--- src/rtl/serial_dut_harness.sv ---
// Serial-to-parallel test harness: shifts a serial word into a registered
// DUT input, captures the DUT's parallel result and shifts it back out.
// Framing comes from an external strobe, optionally also from an internal
// counter.
// The serial output port is named do_o because "do" is a reserved word.
module serial_dut_harness #(
    parameter int unsigned      DIN_N          = 8,
    parameter int unsigned      DOUT_N         = 8,
    parameter bit               AUTO_STB       = 1'b0,
    parameter int unsigned      CAPTURE_STAGES = 0,
    parameter logic [DIN_N-1:0] INV_MASK       = '0
) (
    input  logic              clk,
    input  logic              rst,
    input  logic              di,
    input  logic              stb,
    output logic              do_o,
    output logic [DIN_N-1:0]  dut_in,
    input  logic [DOUT_N-1:0] dut_out,
    output logic              frame_done,
    output logic [15:0]       frame_cnt
);

    localparam int unsigned FRAME_LEN = (DIN_N > DOUT_N) ? DIN_N : DOUT_N;
    localparam int unsigned CNT_W     = $clog2(FRAME_LEN);
    localparam logic [CNT_W-1:0] CNT_LAST = CNT_W'(FRAME_LEN - 1);

    logic [DIN_N-1:0]  din_shr_q,    din_shr_d;
    logic [DOUT_N-1:0] dout_shr_q,   dout_shr_d;
    logic [DIN_N-1:0]  dut_in_q,     dut_in_d;
    logic [CNT_W-1:0]  bit_cnt_q,    bit_cnt_d;
    logic [15:0]       frame_cnt_q,  frame_cnt_d;
    logic              frame_done_q, frame_done_d;
    logic [DOUT_N-1:0] cap_c;
    logic              eff_stb_c;

    // Capture path: either direct, or a free-running delay line on dut_out
    if (CAPTURE_STAGES == 0) begin : g_cap_direct
        assign cap_c = dut_out;
    end else begin : g_cap_pipe
        logic [DOUT_N-1:0] cap_q [CAPTURE_STAGES];

        // Delay line advances every cycle, independent of framing
        always_ff @(posedge clk or posedge rst) begin
            if (rst) begin
                for (int unsigned i = 0; i < CAPTURE_STAGES; i++) begin
                    cap_q[i] <= '0;
                end
            end else begin
                cap_q[0] <= dut_out;
                for (int unsigned i = 1; i < CAPTURE_STAGES; i++) begin
                    cap_q[i] <= cap_q[i-1];
                end
            end
        end

        assign cap_c = cap_q[CAPTURE_STAGES-1];
    end

    // External strobe, or the auto strobe on the last bit of a frame; both at once is one strobe
    assign eff_stb_c = stb | (AUTO_STB & (bit_cnt_q == CNT_LAST));

    // Next-state: shifters run every cycle, strobe loads dut_in/dout_shr and restarts the frame
    always_comb begin
        din_shr_d    = {din_shr_q[DIN_N-2:0], di};
        dout_shr_d   = {dout_shr_q[DOUT_N-2:0], din_shr_q[DIN_N-1]};
        dut_in_d     = dut_in_q;
        bit_cnt_d    = (bit_cnt_q == CNT_LAST) ? '0 : bit_cnt_q + CNT_W'(1);
        frame_cnt_d  = frame_cnt_q;
        frame_done_d = 1'b0;
        if (eff_stb_c) begin
            dout_shr_d   = cap_c;
            dut_in_d     = din_shr_q ^ INV_MASK;
            bit_cnt_d    = '0;
            frame_cnt_d  = frame_cnt_q + 16'd1;
            frame_done_d = 1'b1;
        end
    end

    // State registers; reset clears everything, including the masked dut_in
    always_ff @(posedge clk or posedge rst) begin
        if (rst) begin
            din_shr_q    <= '0;
            dout_shr_q   <= '0;
            dut_in_q     <= '0;
            bit_cnt_q    <= '0;
            frame_cnt_q  <= '0;
            frame_done_q <= 1'b0;
        end else begin
            din_shr_q    <= din_shr_d;
            dout_shr_q   <= dout_shr_d;
            dut_in_q     <= dut_in_d;
            bit_cnt_q    <= bit_cnt_d;
            frame_cnt_q  <= frame_cnt_d;
            frame_done_q <= frame_done_d;
        end
    end

    assign do_o       = dout_shr_q[DOUT_N-1];
    assign dut_in     = dut_in_q;
    assign frame_cnt  = frame_cnt_q;
    assign frame_done = frame_done_q;

endmodule

--- config.mk ---
export PLATFORM = sky130hd
export DESIGN_NAME = serial_dut_harness
export DESIGN_NICKNAME = d
export VERILOG_FILES = /design/src/rtl/serial_dut_harness.sv
export SDC_FILE = /design/constraint.sdc
export NUM_CORES = 1
export LEC_CHECK = 0
export BUFFER_PORTS_ARGS = -buffer_cell sky130_fd_sc_hd__buf_2
export CORE_MARGIN = 2
export CORE_UTILIZATION = 45
export CTS_CLUSTER_DIAMETER = 150
export DETAILED_ROUTE_END_ITERATION = 12
export PLACE_DENSITY = 0.69
export SYNTH_ARGS = -nofsm -noshare
export SYNTH_HDL_FRONTEND = slang
export SYNTH_SLANG_ARGS = --single-unit
--- constraint.sdc ---
create_clock -name clk -period 1.3 [get_ports clk]
set_input_delay 0.195 -clock clk [delete_from_list [all_inputs] [get_ports clk]]
set_output_delay 0.195 -clock clk [all_outputs]
set_load 0.05 [all_outputs]
==> results of run 1 <==
==> per-layer routing <==
layer  vias up  share of wire [%]  GRT usage [%]  routed length, um
li1        438                  -              -                  -
met1       456                 43           16.7               1050
met2        31                 47           21.1               1140
met3         8                8.0           7.25                195
met4         0                1.9           8.51                 46
met5         -                  0              0                  0
==> layout by cell type (no fill, tap or decap), types with 2 or more instances in the layout <==
| cell | instances |
|---|---|
| mux2_2 | 17 |
| dfrtp_2 | 11 |
| clkbuf_4 | 8 |
| xor2_1 | 5 |
| dlygate4sd3_1 | 2 |
| nand3_2 | 2 |
| nor2_2 | 3 |
| nor2_1 | 3 |
| nand4_1 | 4 |
| dfrtp_1 | 30 |
| buf_4 | 2 |
| xnor2_1 | 10 |
| nand3_1 | 3 |
| nand2_1 | 6 |
| buf_2 | 34 |
==> path summary, 6_finish.rpt <==
| kind | end | depth (start not counted) |
|---|---|---|
| min reg2reg | din_shr_q[2] | 0 |
| min | dout_shr_q[1] | 2 |
| min in group asynchronous | frame_cnt[15] | 4 |
| max | frame_cnt[0] | 1 |
| max in group asynchronous | frame_cnt[3] | 4 |
| max reg2reg | frame_cnt[10] | 5 |
==> report_power, final <==
part           internal [mW]  total (mW)  switching [mW]
Combinational          0.301       0.977           0.676
Clock                  0.403       0.779           0.376
Sequential              1.46        1.65           0.187
Total                   2.17        3.41            1.24
==> stage by stage <==
step                setup slack (ps)  cells  hold slack, ps
finish                          41.1    196            77.7
global route                   -24.9    196            39.5
CTS                             13.0    196            53.6
detailed placement              51.8    186             266
global placement                 125    186             261
floorplan                      -36.6    102             226
==> logic make-up (layout without fill, tap and decap cells) <==
logic type	Yosys count	count (layout)	share of synthesized area, %
DFF	41	41	67.8
buffers and inverters	3	51	0.910
xor gates and xnor gates	15	15	8.68
muxes	17	17	12.7
and+or+nand+nor	25	25	9.10
adders and majority gates	1	1	0.827
==> layout make-up <==
type,instances,area (um2),area share [%]
multi-input combinational,58,493,25.7
tap,46,57.6,3.00
sequential,41,1040,54.2
inverter,1,3.75,0.196
timing repair buffer,42,248,12.9
clock buffer,6,41.3,2.15
clock inverter,2,35.0,1.83
==> state kept, by name, indices dropped and copies added (netlist names) <==
register,cells
din_shr_q,8
dout_shr_q,8
dut_in,8
frame_cnt,16
frame_done,1
==> repair_timing <==
| action | 4_1_cts | 5_1_grt |
|---|---|---|
| hold endpoints to repair | 42 | 0 |
| hold buffers | 2 | 0 |
| endpoints found under the setup margin | 0 | 5 |
| resized for setup | 0 | 4 |
==> flow_summary.html, run 1 <==
<table>
<tr><th>Metric</th><th>Value</th></tr>
<tr><th colspan="2">Worst setup path</th></tr>
<tr><td>Ordered cell list for the critical path</td><td>buf_2</td></tr>
<tr><td>Buffer and inverter count on the worst path</td><td>1</td></tr>
<tr><td>Crit Path Class</td><td>reg2out</td></tr>
<tr><td>Startpoint class of the critical path</td><td>flop</td></tr>
<tr><td>Delay-heaviest family, CP</td><td>flip-flops</td></tr>
<tr><td>Delay of the slowest cell on the worst path</td><td>440 ps</td></tr>
<tr><td>Type of element capturing the critical path</td><td>output pin</td></tr>
<tr><td>Worst reg2reg setup slack</td><td>70 ps</td></tr>
<tr><td>Required time of the critical path</td><td>1110 ps</td></tr>
<tr><td>Biggest fanout along the worst timing path</td><td>4</td></tr>
<tr><td>Reg-to-reg critical path startpoint</td><td>frame_cnt[1]</td></tr>
<tr><td>Standard cell with the maximum stage delay on the critical path</td><td>dfrtp_2</td></tr>
<tr><td>Data arrival time of the critical path</td><td>1060 ps</td></tr>
<tr><td>Source of the critical timing path</td><td>frame_cnt[0]</td></tr>
<tr><th colspan="2">Clocking</th></tr>
<tr><td>TritonCTS clock tree</td><td>done</td></tr>
<tr><td>Setup repair bufs after CTS</td><td>0</td></tr>
<tr><td>CTS root buf</td><td>clkbuf_4</td></tr>
<tr><td># H-tree levels</td><td>2</td></tr>
<tr><td>Clock buffer depth</td><td>2</td></tr>
<tr><td>Worst-Skew Late Latency</td><td>340 ps</td></tr>
<tr><td>Clock input transition at the sequential cells of the worst setup and hold paths</td><td>110 ps</td></tr>
<tr><td>Clk sink count</td><td>41</td></tr>
<tr><td>Number of CTS-inserted buffers</td><td>5</td></tr>
<tr><th colspan="2">Route</th></tr>
<tr><td>Vias</td><td>933</td></tr>
<tr><td>Via/cell ratio</td><td>4.76</td></tr>
<tr><td>Post-detailed-route DRC marker count</td><td>0</td></tr>
<tr><td>Aggregate routed wire length</td><td>2.43 mm</td></tr>
<tr><td>First-pass iteration count of the detailed router</td><td>4</td></tr>
<tr><td>Number of DRC violations after detailed-routing iteration 0</td><td>34</td></tr>
<tr><td>Number of nets with antenna violations after detailed routing</td><td>0</td></tr>
<tr><td>Average wire per cell in the routed design</td><td>12.4 um</td></tr>
<tr><th colspan="2">STA</th></tr>
<tr><td>Measured slew at the worst slew-check pin</td><td>256 ps</td></tr>
<tr><td>Final count of pins violating max slew</td><td>0</td></tr>
<tr><td>FMAX</td><td>0.794 GHz</td></tr>
<tr><td>Worst setup skew after layout</td><td>15.0 ps</td></tr>
<tr><td>Hold Vio Cnt, Final</td><td>0</td></tr>
<tr><td>Worst relative slew slack</td><td>83.1%</td></tr>
<tr><td>Number of failing setup endpoints in the final timing report</td><td>0</td></tr>
<tr><td>Unrepaired setup endpoints after global routing</td><td>yes</td></tr>
<tr><td>Minimum clock period after layout</td><td>1260 ps</td></tr>
<tr><td>Sum of negative setup slack</td><td>0 ps</td></tr>
<tr><td>Period utilisation layout</td><td>96.8%</td></tr>
<tr><th colspan="2">Final layout</th></tr>
<tr><td>Final net count</td><td>162</td></tr>
<tr><td>Layout overhead on the synthesized area</td><td>26.8%</td></tr>
<tr><td>Final Core Density</td><td>58.4%</td></tr>
<tr><td>Fraction of layout instances using a drive strength above 1</td><td>55.3%</td></tr>
<tr><td>Final design area excluding fillers</td><td>0.00192 mm2</td></tr>
<tr><td>Antenna cells</td><td>0</td></tr>
<tr><td>Fillers</td><td>284</td></tr>
<tr><th colspan="2">Synth</th></tr>
<tr><td>Ys flop type</td><td>dfrtp_1</td></tr>
<tr><td>Synth area leader</td><td>dfrtp_1</td></tr>
<tr><td>Cells taking the most area after synthesis</td><td>dfrtp_1 68%, mux2_2 13%, xnor2_1 5.8%</td></tr>
<tr><td>Top cell type's share of synthesized area</td><td>67.8%</td></tr>
<tr><td>Post-synth design cell area</td><td>0.00151 mm2</td></tr>
<tr><td>Mean instance size in the synthesized netlist</td><td>14.8 um2</td></tr>
<tr><td>Number of instances in the synthesized netlist</td><td>102</td></tr>
<tr><td>Post-synth net total</td><td>115</td></tr>
<tr><td>Leading cell type by number of instances after synthesis</td><td>dfrtp_1</td></tr>
<tr><td>Synthesis warning total</td><td>0</td></tr>
<tr><td>Sequential share of the synthesized area</td><td>67.8%</td></tr>
<tr><td>Synthesis-stage register bit count</td><td>41</td></tr>
<tr><td>Most common library cells after synthesis</td><td>41 x dfrtp_1, 17 x mux2_2, 10 x xnor2_1, 6 x nand2_1, 5 x xor2_1</td></tr>
<tr><td>Number of enable-type register cells in the synthesized netlist</td><td>0</td></tr>
<tr><td>Post-synthesis async set-or-reset flop share</td><td>100%</td></tr>
<tr><td>Synth unique cells</td><td>17</td></tr>
<tr><th colspan="2">GRT</th></tr>
<tr><td>Total global-route track usage</td><td>14.3%</td></tr>
<tr><td>Number of global-route vias before repair</td><td>897</td></tr>
<tr><td>First-pass GRT wire length</td><td>3.80 mm</td></tr>
<tr><td>Largest net degree at the start of global routing</td><td>42</td></tr>
<tr><td>Initial antenna violation count</td><td>0</td></tr>
<tr><td>Total congestion overflow</td><td>0</td></tr>
<tr><th colspan="2">Floorplanning</th></tr>
<tr><td>Height of the die</td><td>62.0 um</td></tr>
<tr><td>Die Wd</td><td>62.0 um</td></tr>
<tr><td>Io pins</td><td>38</td></tr>
<tr><td>Std-Cell Core Area</td><td>0.00328 mm2</td></tr>
<tr><td>Initial core utilization</td><td>46.1%</td></tr>
<tr><td>Placement Rows</td><td>21</td></tr>
<tr><td>Die outline area</td><td>0.00384 mm2</td></tr>
<tr><th colspan="2">Min path</th></tr>
<tr><td>Start point of the worst min-delay path</td><td>dut_out[1]</td></tr>
<tr><td>Path category of the worst min-delay check</td><td>in2reg</td></tr>
<tr><th colspan="2">Place</th></tr>
<tr><td>Sum of net half-perimeters after detailed placement</td><td>1.70 mm</td></tr>
<tr><td>Routability cong.</td><td>0.770</td></tr>
<tr><td>Area after detailed placement</td><td>0.00181 mm2</td></tr>
<tr><td>PortBufs</td><td>37</td></tr>
<tr><th colspan="2">Pwr</th></tr>
<tr><td>Power, Total</td><td>3.41 mW</td></tr>
<tr><td>Total power divided by cell area</td><td>1780 mW/mm2</td></tr>
<tr><td>Leakage Power</td><td>0.889 nW</td></tr>
<tr><td>Peak supply drop</td><td>1.09 mV</td></tr>
<tr><th colspan="2">Status</th></tr>
<tr><td>Outcome</td><td>complete, no violations</td></tr>
<tr><th colspan="2">Job</th></tr>
<tr><td>Maximum Capacitance Violations</td><td>0</td></tr>
</table>
(Power assumes the default switching activity.)
==> inputs of run 2 (changes only) <==
CORE_ASPECT_RATIO = 2   (was default)
clock period = 1.4 ns   (was 1.3 ns; I/O delays follow)
==> flow_summary.html, run 2 (synthesis gave the netlist of run 1 again) <==
<table>
<tr><th>Metric</th><th>Value</th></tr>
<tr><th colspan="2">STA</th></tr>
<tr><td>Sum of negative setup slack</td><td>0 ps (unchanged)</td></tr>
<tr><td>FMAX</td><td>0.778 GHz</td></tr>
<tr><td>Unrepaired setup endpoints after global routing</td><td>no</td></tr>
<tr><td>Minimum clock period after layout</td><td>1280 ps</td></tr>
<tr><td>Hold Vio Cnt, Final</td><td>0 (unchanged)</td></tr>
<tr><td>Worst setup skew after layout</td><td>4.31 ps (-10.7 ps)</td></tr>
<tr><td>Measured slew at the worst slew-check pin</td><td>491 ps (+235 ps)</td></tr>
<tr><td>Worst relative slew slack</td><td>67.2% (-16 points)</td></tr>
<tr><td>Number of failing setup endpoints in the final timing report</td><td>0 (unchanged)</td></tr>
<tr><td>Final count of pins violating max slew</td><td>0 (unchanged)</td></tr>
<tr><td>Hold slack</td><td>26.2 ps (-51.6 ps)</td></tr>
<tr><td>Setup WS post-layout</td><td>115 ps (+73.9 ps)</td></tr>
<tr><td>Period utilisation layout</td><td>91.8%</td></tr>
<tr><th colspan="2">Floorplanning</th></tr>
<tr><td>Height of the die</td><td>86.0 um (+39%)</td></tr>
<tr><td>Placement Rows</td><td>29 (+38%)</td></tr>
<tr><td>Die outline area</td><td>0.00387 mm2 (+0.72%)</td></tr>
<tr><td>Std-Cell Core Area</td><td>0.00319 mm2 (-2.8%)</td></tr>
<tr><td>Die Wd</td><td>45.0 um (-27%)</td></tr>
<tr><td>Io pins</td><td>38 (unchanged)</td></tr>
<tr><td>Initial core utilization</td><td>47.4% (+1.3 points)</td></tr>
<tr><th colspan="2">Route</th></tr>
<tr><td>Average wire per cell in the routed design</td><td>14.9 um (+21%)</td></tr>
<tr><td>Number of nets with antenna violations after detailed routing</td><td>0 (unchanged)</td></tr>
<tr><td>Number of DRC violations after detailed-routing iteration 0</td><td>13 (-62%)</td></tr>
<tr><td>Aggregate routed wire length</td><td>2.68 mm (+10%)</td></tr>
<tr><td>First-pass iteration count of the detailed router</td><td>3 (-1)</td></tr>
<tr><td>Vias</td><td>916 (-1.8%)</td></tr>
<tr><td>Via/cell ratio</td><td>5.12 (+7.5%)</td></tr>
<tr><td>Post-detailed-route DRC marker count</td><td>0 (unchanged)</td></tr>
<tr><th colspan="2">Status</th></tr>
<tr><td>Outcome</td><td>complete, no violations</td></tr>
<tr><th colspan="2">Place</th></tr>
<tr><td>Pre-CTS setup slack</td><td>105 ps (+53.0 ps)</td></tr>
<tr><td>Sum of net half-perimeters after detailed placement</td><td>2.02 mm (+19%)</td></tr>
<tr><td>PortBufs</td><td>37 (unchanged)</td></tr>
<tr><td>Routability cong.</td><td>0.722 (-6.3%)</td></tr>
<tr><td>Area after detailed placement</td><td>0.00177 mm2 (-2.1%)</td></tr>
<tr><th colspan="2">Clocking</th></tr>
<tr><td>Number of CTS-inserted buffers</td><td>5 (unchanged)</td></tr>
<tr><td>Post-cts gate resize count</td><td>0 (unchanged)</td></tr>
<tr><td># H-tree levels</td><td>2 (unchanged)</td></tr>
<tr><td>Worst-Skew Late Latency</td><td>290 ps (-50 ps)</td></tr>
<tr><td>Post-cts hold buffer count</td><td>0 (-2)</td></tr>
<tr><td>CTS root buf</td><td>clkbuf_8</td></tr>
<tr><td>Clk sink count</td><td>41 (unchanged)</td></tr>
<tr><td>Setup repair bufs after CTS</td><td>0 (unchanged)</td></tr>
<tr><td>TritonCTS clock tree</td><td>done</td></tr>
<tr><td>Clock input transition at the sequential cells of the worst setup and hold paths</td><td>70 ps (-40 ps)</td></tr>
<tr><td>Clock buffer depth</td><td>2 (unchanged)</td></tr>
<tr><th colspan="2">GRT</th></tr>
<tr><td>Largest net degree at the start of global routing</td><td>42 (unchanged)</td></tr>
<tr><td>First-pass GRT wire length</td><td>4.66 mm (+23%)</td></tr>
<tr><td>Initial antenna violation count</td><td>0 (unchanged)</td></tr>
<tr><td>Total congestion overflow</td><td>0 (unchanged)</td></tr>
<tr><td>Total global-route track usage</td><td>16.8% (+2.4 points)</td></tr>
<tr><td>Number of global-route vias before repair</td><td>1040 (+16%)</td></tr>
<tr><th colspan="2">Worst setup path</th></tr>
<tr><td>Worst reg2reg path depth</td><td>5 (unchanged)</td></tr>
<tr><td>Required time of the critical path</td><td>1610 ps (+500 ps)</td></tr>
<tr><td>Data arrival time of the critical path</td><td>1500 ps (+440 ps)</td></tr>
<tr><td>Worst reg2reg path endpoint</td><td>frame_cnt[8]</td></tr>
<tr><td>Startpoint class of the critical path</td><td>flop</td></tr>
<tr><td>Biggest fanout along the worst timing path</td><td>4 (unchanged)</td></tr>
<tr><td>Worst reg2reg setup slack</td><td>120 ps (+50 ps)</td></tr>
<tr><td>Type of element capturing the critical path</td><td>flop</td></tr>
<tr><td>Reg-to-reg critical path startpoint</td><td>frame_cnt[1]</td></tr>
<tr><td>Crit Path Class</td><td>reg2reg</td></tr>
<tr><th colspan="2">Final layout</th></tr>
<tr><td>Final net count</td><td>160 (-1.2%)</td></tr>
<tr><td>Final design area excluding fillers</td><td>0.00191 mm2 (-0.52%)</td></tr>
<tr><td>Antenna cells</td><td>0 (unchanged)</td></tr>
<tr><td>Commonest non-fill, non-tap cell in the layout</td><td>buf_2</td></tr>
<tr><td>Flip-flop and latch area</td><td>0.00104 mm2 (-0.12%)</td></tr>
<tr><td>Fillers</td><td>280 (-1.4%)</td></tr>
<tr><td>Highest-count cells in the layout ignoring fill and taps</td><td>37 x buf_2, 31 x dfrtp_1, 17 x mux2_2, 10 x xnor2_1, 10 x dfrtp_2</td></tr>
<tr><td>Layout overhead on the synthesized area</td><td>26.1%</td></tr>
<tr><td>Max FFs per register</td><td>16 (unchanged)</td></tr>
<tr><td>Area occupied by multi-input gates</td><td>485 um2 (-1.5%)</td></tr>
<tr><td>Fraction of layout instances using a drive strength above 1</td><td>54.7% (-0.60 points)</td></tr>
<tr><th colspan="2">Pwr</th></tr>
<tr><td>Peak supply drop</td><td>1.57 mV (+43%)</td></tr>
<tr><td>Total power divided by cell area</td><td>1850 mW/mm2 (+4.0%)</td></tr>
<tr><td>Leakage Power</td><td>0.904 nW (+1.7%)</td></tr>
<tr><td>Power, Total</td><td>3.52 mW (+3.4%)</td></tr>
<tr><th colspan="2">Job</th></tr>
<tr><td>Maximum Capacitance Violations</td><td>0 (unchanged)</td></tr>
<tr><th colspan="2">Min path</th></tr>
<tr><td>Path category of the worst min-delay check</td><td>in2async</td></tr>
</table>
## run 2: changes by cell type in the layout (fill, tap and decap cells not counted), sizes merged
cell,delta
buf,+3
bufinv,+1
clkbuf,-4
dlygate4sd3,-2
## run 2: worst max path at each step
| stage | startpoint | endpoint | slack [ps] | cells after the start |
|---|---|---|---|---|
| floorplan | frame_cnt[0] | frame_cnt[10] | 10 | 5 |
| global placement | frame_cnt[0] | frame_cnt[8] | 210 | 5 |
| detailed placement | frame_cnt[1] | frame_cnt[8] | 100 | 5 |
| CTS | frame_cnt[1] | frame_cnt[8] | 100 | 5 |
| global route | frame_cnt[1] | frame_cnt[8] | 9 | 5 |
| finish | frame_cnt[1] | frame_cnt[8] | 120 | 5 |
## run 2: layer usage
layer / up-vias / GRT usage [%] / wire length, um
met4: 0 / 8.82 / 64
met1: 453 / 18.4 / 997
met5: - / 0 / 0
met3: 6 / 5.47 / 164
met2: 28 / 27.5 / 1450
li1: 429 / - / -
## run 2: worst max-delay path: stages (launching register included)
cell and delay (ps):
dfrtp_2 420, ha_4 150, nand3_1 90, nor2_1 200, and3_1 200, xor2_1 140
## run 2: per-stage QoR
stage / util (%) / instances
after CTS: 59.8 / 179
after floorplan: - / 102
after detailed placement: 55.6 / 171
final: 59.8 / 179
after global placement: 55.6 / 171
after global routing: 59.8 / 179
## run 2: area by class of cell
class                           instances  area share [%]
Tap cell                               31            2.03
Timing Repair Buffer                   40            10.9
Clock buffer                            5            3.61
Clock inverter                          3            3.41
Multi-Input combinational cell         58            25.4
Inverter                                1           0.197
Sequential cell                        41            54.4
## run 2: where the power goes
part | leakage, nW | switching [mW] | total [mW] | internal [mW]
Combinational | 0.346 | 0.626 | 0.888 | 0.262
Sequential | 0.490 | 0.180 | 1.54 | 1.36
Clock | 0.0681 | 0.387 | 1.10 | 0.708
==> inputs of run 3 (changes only) <==
CELL_PAD_IN_SITES_DETAIL_PLACEMENT = 1   (was default)
CELL_PAD_IN_SITES_GLOBAL_PLACEMENT = 1   (was default)
CORE_UTILIZATION = 41   (was 45)
CTS_CLUSTER_DIAMETER = 200   (was 150)
PLACE_DENSITY = 0.8   (was 0.69)
==> flow_summary.html, run 3 (synthesis gave the netlist of run 1 again) <==
<table>
<tr><th>Metric</th><th>Value</th></tr>
<tr><th colspan="2">Route</th></tr>
<tr><td>Average wire per cell in the routed design</td><td>14.9 um (-0.37%)</td></tr>
<tr><td>Number of nets with antenna violations after detailed routing</td><td>0 (unchanged)</td></tr>
<tr><td>Number of DRC violations after detailed-routing iteration 0</td><td>1 (-12)</td></tr>
<tr><td>Via/cell ratio</td><td>4.86 (-5.1%)</td></tr>
<tr><td>Aggregate routed wire length</td><td>2.93 mm (+9.6%)</td></tr>
<tr><td>First-pass iteration count of the detailed router</td><td>3 (unchanged)</td></tr>
<tr><td>Post-detailed-route DRC marker count</td><td>0 (unchanged)</td></tr>
<tr><td>Vias</td><td>957 (+4.5%)</td></tr>
<tr><th colspan="2">Floorplanning</th></tr>
<tr><td>Height of the die</td><td>89.9 um (+4.5%)</td></tr>
<tr><td>Io pins</td><td>38 (unchanged)</td></tr>
<tr><td>Initial core utilization</td><td>42.4% (-5.0 points)</td></tr>
<tr><td>Die outline area</td><td>0.00422 mm2 (+9.1%)</td></tr>
<tr><td>Placement Rows</td><td>31 (+6.9%)</td></tr>
<tr><td>Std-Cell Core Area</td><td>0.00357 mm2 (+12%)</td></tr>
<tr><td>Die Wd</td><td>47.0 um (+4.3%)</td></tr>
<tr><th colspan="2">Final layout</th></tr>
<tr><td>Highest-count cells in the layout ignoring fill and taps</td><td>37 x buf_2, 31 x dfrtp_1, 17 x mux2_2, 10 x xnor2_1, 10 x dfrtp_2</td></tr>
<tr><td>Commonest non-fill, non-tap cell in the layout</td><td>buf_2</td></tr>
<tr><td>Fillers</td><td>390 (+39%)</td></tr>
<tr><td>Final design area excluding fillers</td><td>0.00193 mm2 (+1.2%)</td></tr>
<tr><td>Final standard cell count with taps included and fillers excluded</td><td>197 (+10%)</td></tr>
<tr><td>Final net count</td><td>160 (unchanged)</td></tr>
<tr><td>Layout overhead on the synthesized area</td><td>27.6%</td></tr>
<tr><td>Max FFs per register</td><td>16 (unchanged)</td></tr>
<tr><td>Antenna cells</td><td>0 (unchanged)</td></tr>
<tr><td>Fraction of layout instances using a drive strength above 1</td><td>54.7% (unchanged)</td></tr>
<tr><th colspan="2">STA</th></tr>
<tr><td>Number of failing setup endpoints in the final timing report</td><td>0 (unchanged)</td></tr>
<tr><td>Period utilisation layout</td><td>90.1% (-1.7 points)</td></tr>
<tr><td>Hold Vio Cnt, Final</td><td>0 (unchanged)</td></tr>
<tr><td>Minimum clock period after layout</td><td>1260 ps (-23.2 ps)</td></tr>
<tr><td>FMAX</td><td>0.793 GHz (+1.8%)</td></tr>
<tr><td>Worst setup skew after layout</td><td>6.19 ps (+1.88 ps)</td></tr>
<tr><td>Worst relative slew slack</td><td>67.5% (+0.27 points)</td></tr>
<tr><td>Final count of pins violating max slew</td><td>0 (unchanged)</td></tr>
<tr><td>Sum of negative setup slack</td><td>0 ps (unchanged)</td></tr>
<tr><td>Measured slew at the worst slew-check pin</td><td>487 ps (-4.09 ps)</td></tr>
<tr><td>Unrepaired setup endpoints after global routing</td><td>no</td></tr>
<tr><th colspan="2">Clocking</th></tr>
<tr><td>CTS root buf</td><td>clkbuf_8</td></tr>
<tr><td># H-tree levels</td><td>2 (unchanged)</td></tr>
<tr><td>Clock buffer depth</td><td>2 (unchanged)</td></tr>
<tr><td>TritonCTS clock tree</td><td>done</td></tr>
<tr><td>Post-cts gate resize count</td><td>0 (unchanged)</td></tr>
<tr><td>Post-cts hold buffer count</td><td>0 (unchanged)</td></tr>
<tr><td>Clk sink count</td><td>41 (unchanged)</td></tr>
<tr><td>Setup repair bufs after CTS</td><td>0 (unchanged)</td></tr>
<tr><td>Number of CTS-inserted buffers</td><td>5 (unchanged)</td></tr>
<tr><td>Worst-Skew Late Latency</td><td>290 ps (about the same)</td></tr>
<tr><td>Clock input transition at the sequential cells of the worst setup and hold paths</td><td>80 ps (about the same)</td></tr>
<tr><th colspan="2">Pwr</th></tr>
<tr><td>Total power divided by cell area</td><td>1820 mW/mm2 (-1.3%)</td></tr>
<tr><td>Peak supply drop</td><td>1.29 mV (-18%)</td></tr>
<tr><td>Leakage Power</td><td>0.904 nW (unchanged)</td></tr>
<tr><th colspan="2">GRT</th></tr>
<tr><td>First-pass GRT wire length</td><td>5.00 mm (+7.4%)</td></tr>
<tr><td>Total congestion overflow</td><td>0 (unchanged)</td></tr>
<tr><td>Number of global-route vias before repair</td><td>1083 (+4.1%)</td></tr>
<tr><td>Total global-route track usage</td><td>16.7% (-0.027 points)</td></tr>
<tr><td>Initial antenna violation count</td><td>0 (unchanged)</td></tr>
<tr><td>Largest net degree at the start of global routing</td><td>42 (unchanged)</td></tr>
<tr><th colspan="2">Worst setup path</th></tr>
<tr><td>Crit Path Class</td><td>reg2reg</td></tr>
<tr><td>Worst reg2reg path endpoint</td><td>frame_cnt[8]</td></tr>
<tr><td>Type of element capturing the critical path</td><td>flop</td></tr>
<tr><td>Reg-to-reg critical path startpoint</td><td>frame_cnt[1]</td></tr>
<tr><td>Biggest fanout along the worst timing path</td><td>4 (unchanged)</td></tr>
<tr><td>Worst reg2reg path depth</td><td>5 (unchanged)</td></tr>
<tr><td>Startpoint class of the critical path</td><td>flop</td></tr>
<tr><td>Required time of the critical path</td><td>1610 ps (about the same)</td></tr>
<tr><td>Data arrival time of the critical path</td><td>1470 ps (-30 ps)</td></tr>
<tr><td>Worst reg2reg setup slack</td><td>140 ps (+20 ps)</td></tr>
<tr><th colspan="2">Place</th></tr>
<tr><td>Placed insts</td><td>189 (+11%)</td></tr>
<tr><td>Area after detailed placement</td><td>0.00180 mm2 (+1.3%)</td></tr>
<tr><td>PortBufs</td><td>37 (unchanged)</td></tr>
<tr><td>Sum of net half-perimeters after detailed placement</td><td>2.25 mm (+12%)</td></tr>
<tr><td>Routability cong.</td><td>0.730 (+1.2%)</td></tr>
<tr><th colspan="2">Status</th></tr>
<tr><td>Outcome</td><td>complete, no violations</td></tr>
<tr><th colspan="2">Min path</th></tr>
<tr><td>Path category of the worst min-delay check</td><td>in2async</td></tr>
<tr><th colspan="2">Job</th></tr>
<tr><td>Maximum Capacitance Violations</td><td>0 (unchanged)</td></tr>
</table>
-- run 3: cell counts in the layout (fill, tap and decap cells not counted) --
No cell type changed its count.
-- run 3: where the power goes --
group / switching, mW / total [mW] / internal, mW
combinational: 0.634 / 0.894 / 0.260
clock: 0.380 / 1.09 / 0.708
sequential: 0.176 / 1.54 / 1.36
total: 1.19 / 3.52 / 2.33
-- run 3: critical path, stage by stage (launching register included) --
cell,delay (ps)
dfrtp_2,420
ha_4,150
nand3_1,90
nor2_1,190
and3_1,190
xor2_1,140
-- run 3: per-stage QoR --
step           hold slack, ps  setup WS (ps)  power, mW  util [%]
2_1_floorplan             241           12.0       2.21         -
3_5_place_dp              334            117       2.46      50.4
6_report                 35.2            138       3.52      54.1
3_3_place_gp              319            199       2.43      50.4
4_1_cts                  29.1            111       3.58      54.1
5_1_grt                  20.2           40.8       3.70      54.1
-- run 3: worst max path at each step --
stage | start | endpoint | slack [ps] | depth (start not counted)
after floorplan | frame_cnt[0] | frame_cnt[10] | 10 | 5
after global placement | frame_cnt[0] | frame_cnt[8] | 200 | 5
after detailed placement | frame_cnt[1] | frame_cnt[8] | 120 | 5
after CTS | frame_cnt[0] | frame_cnt[8] | 110 | 5
after global routing | frame_cnt[1] | frame_cnt[8] | 40 | 5
final | frame_cnt[1] | frame_cnt[8] | 140 | 5
-- run 3: metal layers --
metal  routed length [um]  vias to the layer above  global-route usage [%]  part of all wire, %
met1                  969                      495                    16.5                   33
li1                     -                      430                       -                    -
met5                    0                        -                       0                    0
met2                 1740                       27                    29.0                   59
met4                   53                        0                    7.64                  1.8
met3                  167                        5                    5.62                  5.7
-- run 3: area by class of cell --
cell class	count	area, um2	area share (%)
Sequential cell	41	1040	53.8
Multi-Input combinational cell	58	485	25.1
Timing Repair Buffer	40	208	10.8
Clock buffer	5	68.8	3.56
Clock inverter	3	65.1	3.37
Tap cell	49	61.3	3.18
Inverter	1	3.75	0.194
